**src/rtl/quiz_pkg.sv**
```systemverilog
// Shared types and width helpers for the quiz round controller.
// Latency: none (types and constant functions only).
// Backpressure: not applicable.
package quiz_pkg;

    typedef enum logic [2:0] {
        S_IDLE,
        S_WAIT,
        S_SHOW,
        S_NEXT,
        S_GAME_OVER
    } state_t;

    // clog2 that never returns less than one bit
    function automatic int clog2_min1(input int v);
        return ($clog2(v) < 1) ? 1 : $clog2(v);
    endfunction

    // choice code 1..NC plus 0 for "none"
    function automatic int choice_w(input int nc);
        return clog2_min1(nc + 1);
    endfunction

    function automatic int qidx_w(input int nq);
        return clog2_min1(nq);
    endfunction

    function automatic int player_w(input int np);
        return clog2_min1(np);
    endfunction

    function automatic int score_w(input int smax);
        return clog2_min1(smax + 1);
    endfunction

endpackage

```
**src/rtl/joy_press_detect.sv**
```systemverilog
// Synchronises active-low remote keys and flags a single-key press per player.
// Latency: key sampled low at edge k gives evt high in the cycle after edge k+2.
// Backpressure: none; evt is a one-cycle pulse and is lost if not consumed.
module joy_press_detect
    import quiz_pkg::*;
#(
    parameter int  NP = 2,
    parameter int  NC = 4,
    localparam int CW = choice_w(NC)
)(
    input  logic             clk,
    input  logic             rst,
    input  logic [NP*NC-1:0] joy_n,
    output logic [NP-1:0]    evt,
    output logic [NP*CW-1:0] choice
);

    logic [NP*NC-1:0] sync1;
    logic [NP*NC-1:0] sync2;
    logic [NP*NC-1:0] prev;
    logic [NP-1:0]    evt_d;
    logic [NP*CW-1:0] choice_d;
    logic [CW-1:0]    n_low;
    logic [CW-1:0]    c_sel;

    // two-flop synchroniser plus a delayed copy; released state is all-ones
    always_ff @(posedge clk) begin
        if (rst) begin
            sync1 <= '1;
            sync2 <= '1;
            prev  <= '1;
        end else begin
            sync1 <= joy_n;
            sync2 <= sync1;
            prev  <= sync2;
        end
    end

    // a press is all-released last cycle and exactly one key low now
    always_comb begin
        evt_d    = '0;
        choice_d = '0;
        n_low    = '0;
        c_sel    = '0;
        for (int p = 0; p < NP; p++) begin
            n_low = '0;
            c_sel = '0;
            for (int c = 0; c < NC; c++) begin
                if (!sync2[p*NC + c]) begin
                    n_low = n_low + 1'b1;
                    c_sel = CW'(c + 1);
                end
            end
            if ((&prev[p*NC +: NC]) && (n_low == CW'(1))) begin
                evt_d[p]              = 1'b1;
                choice_d[p*CW +: CW] = c_sel;
            end
        end
    end

    // register the event so the judge sees a clean, aligned pulse
    always_ff @(posedge clk) begin
        if (rst) begin
            evt    <= '0;
            choice <= '0;
        end else begin
            evt    <= evt_d;
            choice <= choice_d;
        end
    end

endmodule

```
**src/rtl/quiz_round_ctrl.sv**
```systemverilog
// Quiz round sequencer: judges first press, keeps scores, lockouts and winner.
// Latency: press to SHOW is four edges from the first sampling edge; SHOW lasts HOLD_CYCLES.
// Backpressure: none; presses outside WAIT, or from locked players, are dropped.
module quiz_round_ctrl
    import quiz_pkg::*;
#(
    parameter int  NUM_PLAYERS   = 2,
    parameter int  NUM_CHOICES   = 4,
    parameter int  NUM_QUESTIONS = 11,
    parameter int  SCORE_MAX     = 5,
    parameter int  HOLD_CYCLES   = 25000000,
    localparam int NP = NUM_PLAYERS,
    localparam int NC = NUM_CHOICES,
    localparam int NQ = NUM_QUESTIONS,
    localparam int CW = choice_w(NC),
    localparam int QW = qidx_w(NQ),
    localparam int PW = player_w(NP),
    localparam int SW = score_w(SCORE_MAX)
)(
    input  logic             clk,
    input  logic             rst,
    input  logic             start,
    input  logic [NP*NC-1:0] joy_n,
    input  logic [CW-1:0]    ans_choice,
    output logic [QW-1:0]    q_index,
    output logic [NP*SW-1:0] score,
    output logic [NP-1:0]    lock_mask,
    output logic             result_valid,
    output logic [PW-1:0]    result_player,
    output logic             result_correct,
    output logic             game_over,
    output logic             winner_valid,
    output logic [PW-1:0]    winner
);

    localparam int HW = clog2_min1(HOLD_CYCLES + 1);

    state_t           state;
    state_t           next_state;
    logic [NP-1:0]    evt;
    logic [NP*CW-1:0] choice;
    logic [HW-1:0]    hold_cnt;
    logic             hold_done;
    logic             any_evt;
    logic             take;
    logic [PW-1:0]    sel;
    logic [CW-1:0]    sel_choice;
    logic             sel_correct;
    logic [SW-1:0]    sel_score;
    logic [SW-1:0]    rp_score;
    logic             last_q;
    logic             restart;
    logic [PW-1:0]    best;
    logic [SW-1:0]    best_score;
    logic             tie;

    joy_press_detect #(
        .NP (NP),
        .NC (NC)
    ) u_press (
        .clk    (clk),
        .rst    (rst),
        .joy_n  (joy_n),
        .evt    (evt),
        .choice (choice)
    );

    // lowest-index unlocked player wins a same-cycle race
    always_comb begin
        any_evt    = 1'b0;
        sel        = '0;
        sel_choice = '0;
        for (int p = NP - 1; p >= 0; p--) begin
            if (evt[p] && !lock_mask[p]) begin
                any_evt    = 1'b1;
                sel        = PW'(p);
                sel_choice = choice[p*CW +: CW];
            end
        end
    end

    assign take        = any_evt && (state == S_WAIT);
    assign sel_correct = (sel_choice == ans_choice) && (ans_choice != '0);
    assign sel_score   = score[int'(sel)*SW +: SW];
    assign rp_score    = score[int'(result_player)*SW +: SW];
    assign hold_done   = (hold_cnt == HW'(HOLD_CYCLES - 1));
    assign last_q      = (q_index == QW'(NQ - 1));
    assign restart     = start && ((state == S_IDLE) || (state == S_GAME_OVER));

    // strict maximum search; any equal top score marks a tie
    always_comb begin
        best       = '0;
        best_score = score[0 +: SW];
        tie        = 1'b0;
        for (int p = 1; p < NP; p++) begin
            if (score[p*SW +: SW] > best_score) begin
                best       = PW'(p);
                best_score = score[p*SW +: SW];
                tie        = 1'b0;
            end else if (score[p*SW +: SW] == best_score) begin
                tie = 1'b1;
            end
        end
    end

    // state register
    always_ff @(posedge clk) begin
        if (rst) begin
            state <= S_IDLE;
        end else begin
            state <= next_state;
        end
    end

    // next-state decision
    always_comb begin
        next_state = state;
        case (state)
            S_IDLE:      if (start) next_state = S_WAIT;
            S_WAIT:      if (take)  next_state = S_SHOW;
            S_SHOW: begin
                if (hold_done) begin
                    if (result_correct && (rp_score == SW'(SCORE_MAX)))
                        next_state = S_GAME_OVER;
                    else if (result_correct || (&lock_mask))
                        next_state = S_NEXT;
                    else
                        next_state = S_WAIT;
                end
            end
            S_NEXT:      next_state = last_q ? S_GAME_OVER : S_WAIT;
            S_GAME_OVER: if (start) next_state = S_WAIT;
            default:     next_state = S_IDLE;
        endcase
    end

    // state-decoded outputs
    always_comb begin
        result_valid = (state == S_SHOW);
        game_over    = (state == S_GAME_OVER);
    end

    // scores, lockouts, question index, hold timer and registered results
    always_ff @(posedge clk) begin
        if (rst) begin
            q_index        <= '0;
            score          <= '0;
            lock_mask      <= '0;
            result_player  <= '0;
            result_correct <= 1'b0;
            winner_valid   <= 1'b0;
            winner         <= '0;
            hold_cnt       <= '0;
        end else begin
            if (restart) begin
                q_index        <= '0;
                score          <= '0;
                lock_mask      <= '0;
                result_player  <= '0;
                result_correct <= 1'b0;
                winner_valid   <= 1'b0;
                winner         <= '0;
            end
            if (take) begin
                result_player  <= sel;
                result_correct <= sel_correct;
                if (sel_correct) begin
                    if (sel_score < SW'(SCORE_MAX))
                        score[int'(sel)*SW +: SW] <= sel_score + 1'b1;
                end else begin
                    lock_mask[sel] <= 1'b1;
                end
            end
            if (state == S_SHOW)
                hold_cnt <= hold_done ? '0 : hold_cnt + 1'b1;
            if (state == S_NEXT) begin
                lock_mask <= '0;
                if (!last_q)
                    q_index <= q_index + 1'b1;
            end
            // scores are frozen in SHOW/NEXT, so the winner is settled on entry
            if ((next_state == S_GAME_OVER) && (state != S_GAME_OVER)) begin
                winner_valid <= !tie;
                winner       <= tie ? '0 : best;
            end
        end
    end

endmodule

```
**config.mk**
```make
export PLATFORM = sky130hd
export DESIGN_NAME = quiz_round_ctrl
export DESIGN_NICKNAME = d
export VERILOG_FILES = /design/src/rtl/quiz_pkg.sv /design/src/rtl/joy_press_detect.sv /design/src/rtl/quiz_round_ctrl.sv
export SDC_FILE = /design/constraint.sdc
export NUM_CORES = 1
export LEC_CHECK = 0
export CAP_MARGIN = 10
export CORE_UTILIZATION = 30
export DETAILED_ROUTE_END_ITERATION = 7
export PLACE_DENSITY_LB_ADDON = 0.05
export RECOVER_POWER = 50
export SYNTH_ARGS = -nofsm -noshare
export SYNTH_HDL_FRONTEND = slang
export SYNTH_SLANG_ARGS = --single-unit
```
**constraint.sdc**
```tcl
create_clock -name clk -period 2.6 [get_ports clk]
set_input_delay 0.78 -clock clk [delete_from_list [all_inputs] [get_ports clk]]
set_output_delay 0.78 -clock clk [all_outputs]
set_load 0.05 [all_outputs]
```
==> qor.txt, run 1 <==
Outcome - finished, final reports clean
Initial antenna violation count - 0
Clk buf depth - 2
Hold_buf cts - 0
Combinational power share - 0.068
Layout cells sized above 1 - 0.129
Routed Antenna Nets - 0
Die width - 110 um
Largest net degree at the start of global routing - 26
Vias - 2,672
HP Class - register to register
Slowest cell on crit path - clkdlybuf4s50_1
# diodes - 0
CP Buf/Inv Count - 1
Critical Path End Type - primary output
Final Hold Vio Count - 0
Setup violations, final - 0
Asr flop ratio synth - 0
Setup TNS - 0 ps
R2R cell count - 7
Reg2reg start - hold_cnt[0]
Int Pwr - 1930 uW
Boundary Pins - 32
Synth top area share - 0.437
CP max stage delay - 860 ps
Row cnt - 38
Clk_lat worst skew - 330 ps
DP HPWL - 5.46 mm
CP startpoint kind - register
Period utilisation layout - 0.942
DR DRC count - 0
Hold path cells - 1
Crit path capture - score[5]
Worst-margin pin slew - 746 ps
Post-synthesis register bit count - 76
HP Start - u_press.sync1[1]
GRT Residual Overflow - 0
Crit path kind - register to primary output
R2R Path End - hold_cnt[4]
Via density - 4.60
Syn_nets - 423
CTS H-tree lvls - 3
Final Skew - 8.74 ps
Post-synthesis sequential area ratio - 0.437
Drt first pass iters - 5
Worst Setup SP - score[5]
Number of fillers in the final layout - 1,147
Die H - 110 um
Sw Ratio - 0.229
Library cells used by synthesis - 53
Max_cap viols - 0
Net Sw Power - 573 uW
Static Leakage - 0.00159 uW
GRT Total Usage - 0.139
CTS Buf Count - 9
Post-Synthesis Cells - 394
PD cells - 587 nW/um2
Commonest non-fill, non-tap cell in the layout - dfxtp_1
Core Area - 11,100 um2
Crit path required time - 1820 ps
1st-iter DRT viols - 107
Top post-synthesis cells by area - dfxtp_1 (44%), ha_1 (5.4%), nor2_1 (5.1%), xor2_1 (4.0%), or2_2 (3.6%)
VDD IR-drop max - 327 uV
Final Max Slew Viols - 0
Final GP Congestion - 0.734
CP Depth - 1
Final hold slack - 405 ps
Synth area leader - dfxtp_1
Slew HR - 0.503
Synth Area per Inst - 8.83 um2
Total Die Area - 12,000 um2
Post-layout nets - 465
Fin crit period - 2450 ps
Syn Std Cell Area - 3480 um2
CTS tree - yes
Vias in the first global route - 2,557
Routed wire length - 7.40 mm
RSZ-0062 raised after global routing - false
Crit-path cells - clkdlybuf4s50_1
Buffers on Ports - 31
Wirelength per Cell - 12.7 um
Global-route wire length before repair - 12.7 mm
Critical path arrival - 1670 ps
Sink Count - 76
Synth Flop Type - dfxtp_1
Initial Util - 0.314
Commonest non-fill, non-tap cells in the layout - dfxtp_1 (76), nor2_1 (47), nand2_1 (31)
F_max - 408 MHz
CTS root buffer - clkbuf_16
Ys Warns - 0
EDFF count, synth - 0
Reg2Reg Setup Slack - 230 ps
P&R area growth vs syn - 22.7%
Reg clk slew, reported paths - 60 ps
CP max FO - 8
Fraction of power consumed by sequential logic - 0.482
Power share of the clock group - 0.450
Cell family with most CP delay - buffers and inverters
metrics by stage:
stage	power [uW]	std cells	cell area, um2	utilization	setup slack [ps]
6_report	2510	581	4270	0.385	150
5_1_grt	2620	581	4270	0.385	22.2
4_1_cts	2560	581	4280	0.386	144
3_5_place_dp	1410	565	4010	0.362	206
3_3_place_gp	1410	565	4010	0.362	277
2_1_floorplan	1340	394	3480	-	193
kinds of logic (layout without fill, tap and decap cells):
group / Yosys count / after routing / share of synthesized area
adders and majority gates: 15 / 15 / 0.0540
and+or+nand+nor: 176 / 176 / 0.270
DFF: 76 / 76 / 0.437
buffers and inverters: 35 / 82 / 0.0388
muxes: 8 / 8 / 0.0237
AOI/OAI and AO/OA: 55 / 55 / 0.103
xor gates and xnor gates: 29 / 29 / 0.0730
area by class of cell:
cell class / instances / area (um2) / share of cell area
inverters: 21 / 78.8 / 0.0185
clock buffers: 12 / 246 / 0.0578
flip-flops and latches: 76 / 1520 / 0.357
repair buffers: 45 / 397 / 0.0930
clock inverters: 4 / 25.0 / 0.00587
multi-input cells: 283 / 1820 / 0.427
well taps: 140 / 175 / 0.0411
synthesized netlist by cell type, types with 2 or more instances:
| cell type | n |
|---|---|
| a211oi_1 | 2 |
| a21oi_1 | 12 |
| a31oi_1 | 7 |
| a32oi_1 | 2 |
| and2_1 | 2 |
| and3_1 | 4 |
| and3b_1 | 4 |
| and4_1 | 2 |
| buf_2 | 3 |
| clkbuf_1 | 11 |
| dfxtp_1 | 76 |
| ha_1 | 15 |
| inv_1 | 20 |
| mux2_2 | 2 |
| mux2i_1 | 6 |
| nand2_1 | 31 |
| nand2b_1 | 4 |
| nand3_1 | 11 |
| nand3b_1 | 3 |
| nand4_1 | 7 |
| nand4b_1 | 2 |
| nor2_1 | 47 |
| nor2b_1 | 9 |
| nor3_1 | 10 |
| nor4_1 | 6 |
| o2111ai_1 | 4 |
| o21a_1 | 2 |
| o21ai_0 | 14 |
| o41ai_1 | 3 |
| or2_2 | 20 |
| or3_1 | 4 |
| xnor2_1 | 13 |
| xor2_1 | 16 |
sequential cells by signal (all words and copies together), names as in the netlist, 2 cells and up:
name and count:
hold_cnt 25, u_press.prev 8, u_press.sync1 8, u_press.sync2 8, score 6, u_press.choice 6, q_index 4, state 3
lock_mask 2, u_press.evt 2
repair_timing:
action,in CTS,in global routing
endpoints found under the setup margin,0,3
setup buffers,0,0
resized for setup,0,1
layer usage:
layer / GRT usage / up-vias / wire length, um
li1: - / 1437 / -
met1: 0.188 / 1195 / 3850
met2: 0.210 / 33 / 3220
met3: 0.0421 / 7 / 228
met4: 0.0486 / 0 / 97
met5: 0 / - / 0
power by group through the flow:
stage	Sequential [uW]	Clock [uW]	Combinational, uW
finish	1210	1130	172
detailed placement	1230	0	175
floorplan	1230	0	108
global route	1210	1220	194
CTS	1210	1170	175
global placement	1230	0	174
worst min path at each step:
| stage | end | slack [ps] |
|---|---|---|
| after floorplan | u_press.sync2[0] | 390 |
| after global placement | u_press.sync2[2] | 390 |
| after detailed placement | u_press.sync2[1] | 390 |
| after CTS | u_press.sync2[1] | 410 |
| after global routing | u_press.sync2[2] | 420 |
| final | u_press.sync2[1] | 410 |
(Power assumes the default switching activity.)
==> inputs of run 2 (changes only) <==
--- a/config.mk
+++ b/config.mk
@@ -5,7 +5,7 @@
 export SDC_FILE = /design/constraint.sdc
 export NUM_CORES = 1
 export LEC_CHECK = 0
-export CAP_MARGIN = 10
+export CAP_MARGIN = 20
 export CORE_UTILIZATION = 30
 export DETAILED_ROUTE_END_ITERATION = 7
 export PLACE_DENSITY_LB_ADDON = 0.05
==> constraint.sdc (replaced) <==
create_clock -name clk -period 2.1 [get_ports clk]
set_input_delay 0.63 -clock clk [delete_from_list [all_inputs] [get_ports clk]]
set_output_delay 0.63 -clock clk [all_outputs]
set_load 0.05 [all_outputs]
==> qor.txt, run 2 (synthesis gave the netlist of run 1 again) <==
GRT Residual Overflow - 0 (unchanged)
Largest net degree at the start of global routing - 26 (unchanged)
Worst-margin pin slew - 617 ps (-129 ps)
Post-route cell area - 4640 um2 (+8.7%)
Row cnt - 38 (unchanged)
# diodes - 0 (unchanged)
CTS tree - yes
DP HPWL - 5.73 mm (+5.0%)
Max FFs per register - 25 (unchanged)
CP startpoint kind - register
Commonest non-fill, non-tap cell in the layout - dfxtp_1
P&R area growth vs syn - 33.3%
CTS Buf Count - 9 (unchanged)
Sink Count - 76 (unchanged)
Initial Util - 0.314 (unchanged)
Vias in the first global route - 2,637 (+3.1%)
Die width - 110 um (unchanged)
Post-layout nets - 495 (+6.5%)
Crit path required time - 2380 ps (+560 ps)
Core Area - 11,100 um2 (unchanged)
Final hold slack - 407 ps (+1.68 ps)
CTS root buffer - clkbuf_16
Worst setup margin - 25.3 ps (-125 ps)
Slew HR - 0.590 (+0.0878)
Drt first pass iters - 4 (-1)
Final Skew - 5.02 ps (-3.72 ps)
Power share of the clock group - 0.460 (+0.010)
Routed Antenna Nets - 0 (unchanged)
Total Die Area - 12,000 um2 (unchanged)
GRT Total Usage - 0.144 (+0.00467)
Final GP Congestion - 0.759 (+3.4%)
Commonest non-fill, non-tap cells in the layout - dfxtp_1 (62), nor2_1 (45), buf_4 (40)
Fraction of power consumed by sequential logic - 0.455 (-0.027)
Number of fillers in the final layout - 1,110 (-3.2%)
Routed wire length - 7.87 mm (+6.4%)
Layout cells sized above 1 - 0.280 (+0.151)
Sw Ratio - 0.251 (+0.0221)
Global-route wire length before repair - 13.0 mm (+2.3%)
Setup violations, final - 0 (unchanged)
Critical Path End Type - register
Max_cap viols - 0 (unchanged)
Net Sw Power - 822 uW (+43%)
Period utilisation layout - 0.988
Final Max Slew Viols - 0 (unchanged)
VDD IR-drop max - 593 uV (+81%)
Dpl cell area - 4220 um2 (+5.2%)
Static Leakage - 0.00174 uW (+9.4%)
Critical path arrival - 2350 ps (+680 ps)
PD cells - 707 nW/um2 (+20%)
Die H - 110 um (unchanged)
Boundary Pins - 32 (unchanged)
Clk_lat worst skew - 340 ps (about the same)
1st-iter DRT viols - 133 (+24%)
CP max FO - 3 (-5)
Via density - 4.76 (+3.6%)
Final Core Density - 0.418 (+0.0333)
Combinational power share - 0.085 (+0.017)
Reg clk slew, reported paths - 60 ps (about the same)
Vias - 2,911 (+8.9%)
Reg with most FFs - hold_cnt
HP Class - register to register
Outcome - finished, final reports clean
Clk buf depth - 2 (unchanged)
RSZ-0062 raised after global routing - true
Buffers on Ports - 31 (unchanged)
Final Hold Vio Count - 0 (unchanged)
CTS H-tree lvls - 3 (unchanged)
Fin crit period - 2070 ps
Initial antenna violation count - 0 (unchanged)
Worst slack, placed - -84.0 ps (-290 ps)
Wirelength per Cell - 12.9 um (+1.2%)
DR DRC count - 0 (unchanged)
F_max - 482 MHz
Crit path kind - register to register
Int Pwr - 2460 uW (+27%)
## run 2: cell count changes in the layout (fill, tap and decap cells not counted), moves of 7 or more
| cell | change |
|---|---|
| dfxtp_2 | +13 |
| ha_1 | -7 |
| buf_4 | +28 |
| clkdlybuf4s50_1 | -17 |
| clkbuf_1 | +9 |
| dfxtp_1 | -14 |
## run 2: final cells by class
cell class | instances | area, um2 | area share
multi-input cells | 283 | 1980 | 0.426
flip-flops and latches | 76 | 1540 | 0.333
repair buffers | 75 | 574 | 0.124
clock buffers | 10 | 239 | 0.0516
well taps | 140 | 175 | 0.0378
inverters | 21 | 78.8 | 0.0170
clock inverters | 6 | 51.3 | 0.0111
## run 2: power by group through the flow
stage | clock [uW] | sequential (uW) | combinational (uW)
2_1_floorplan | 0 | 1520 | 139
3_3_place_gp | 0 | 1520 | 260
3_5_place_dp | 0 | 1520 | 260
4_1_cts | 1560 | 1490 | 262
5_1_grt | 1610 | 1490 | 309
6_report | 1510 | 1490 | 280
## run 2: routing by layer
layer  share of wire  wire (um)  global-route usage  vias up
met5               0          0                   0        -
met4           0.020        157              0.0686        0
met2            0.44       3470               0.217       51
met1            0.50       3940               0.190     1345
li1                -          -                   -     1503
met3           0.038        302              0.0391       12
## run 2: metrics by stage
step	power, uW	instances	setup TNS, ps
after floorplan	1660	394	0
after global placement	1780	590	-245
after detailed placement	1780	590	-390
after CTS	3310	607	-0.127
after global routing	3410	611	-143
final	3280	611	0
## run 2: what timing repair did
action	CTS	global route
resized for setup	5	38
cloned	0	0
pin swaps	6	13
setup buffers	1	4
hold buffers	0	0
setup endpoints to repair	7	35
## run 2: path summary, 6_finish.rpt
| path | end | from | slack, ps | cells after the start |
|---|---|---|---|---|
| setup reg to reg | u_press.choice[0] | u_press.sync2[0] | 30 | 10 |
| hold reg to reg | u_press.sync2[5] | u_press.sync1[5] | 410 | 1 |
| hold / removal | u_press.sync2[5] | u_press.sync1[5] | 410 | 1 |
| setup / recovery | u_press.choice[0] | u_press.sync2[0] | 30 | 10 |
## run 2: critical path, cell delays in order, from the launching register on
cell	delay, ps
dfxtp_2	330
inv_2	50
ha_4	240
xnor2_2	120
ha_2	170
nor2b_4	120
xnor2_1	120
or3_1	350
a211oi_2	260
nand2_1	130
a21oi_2	130
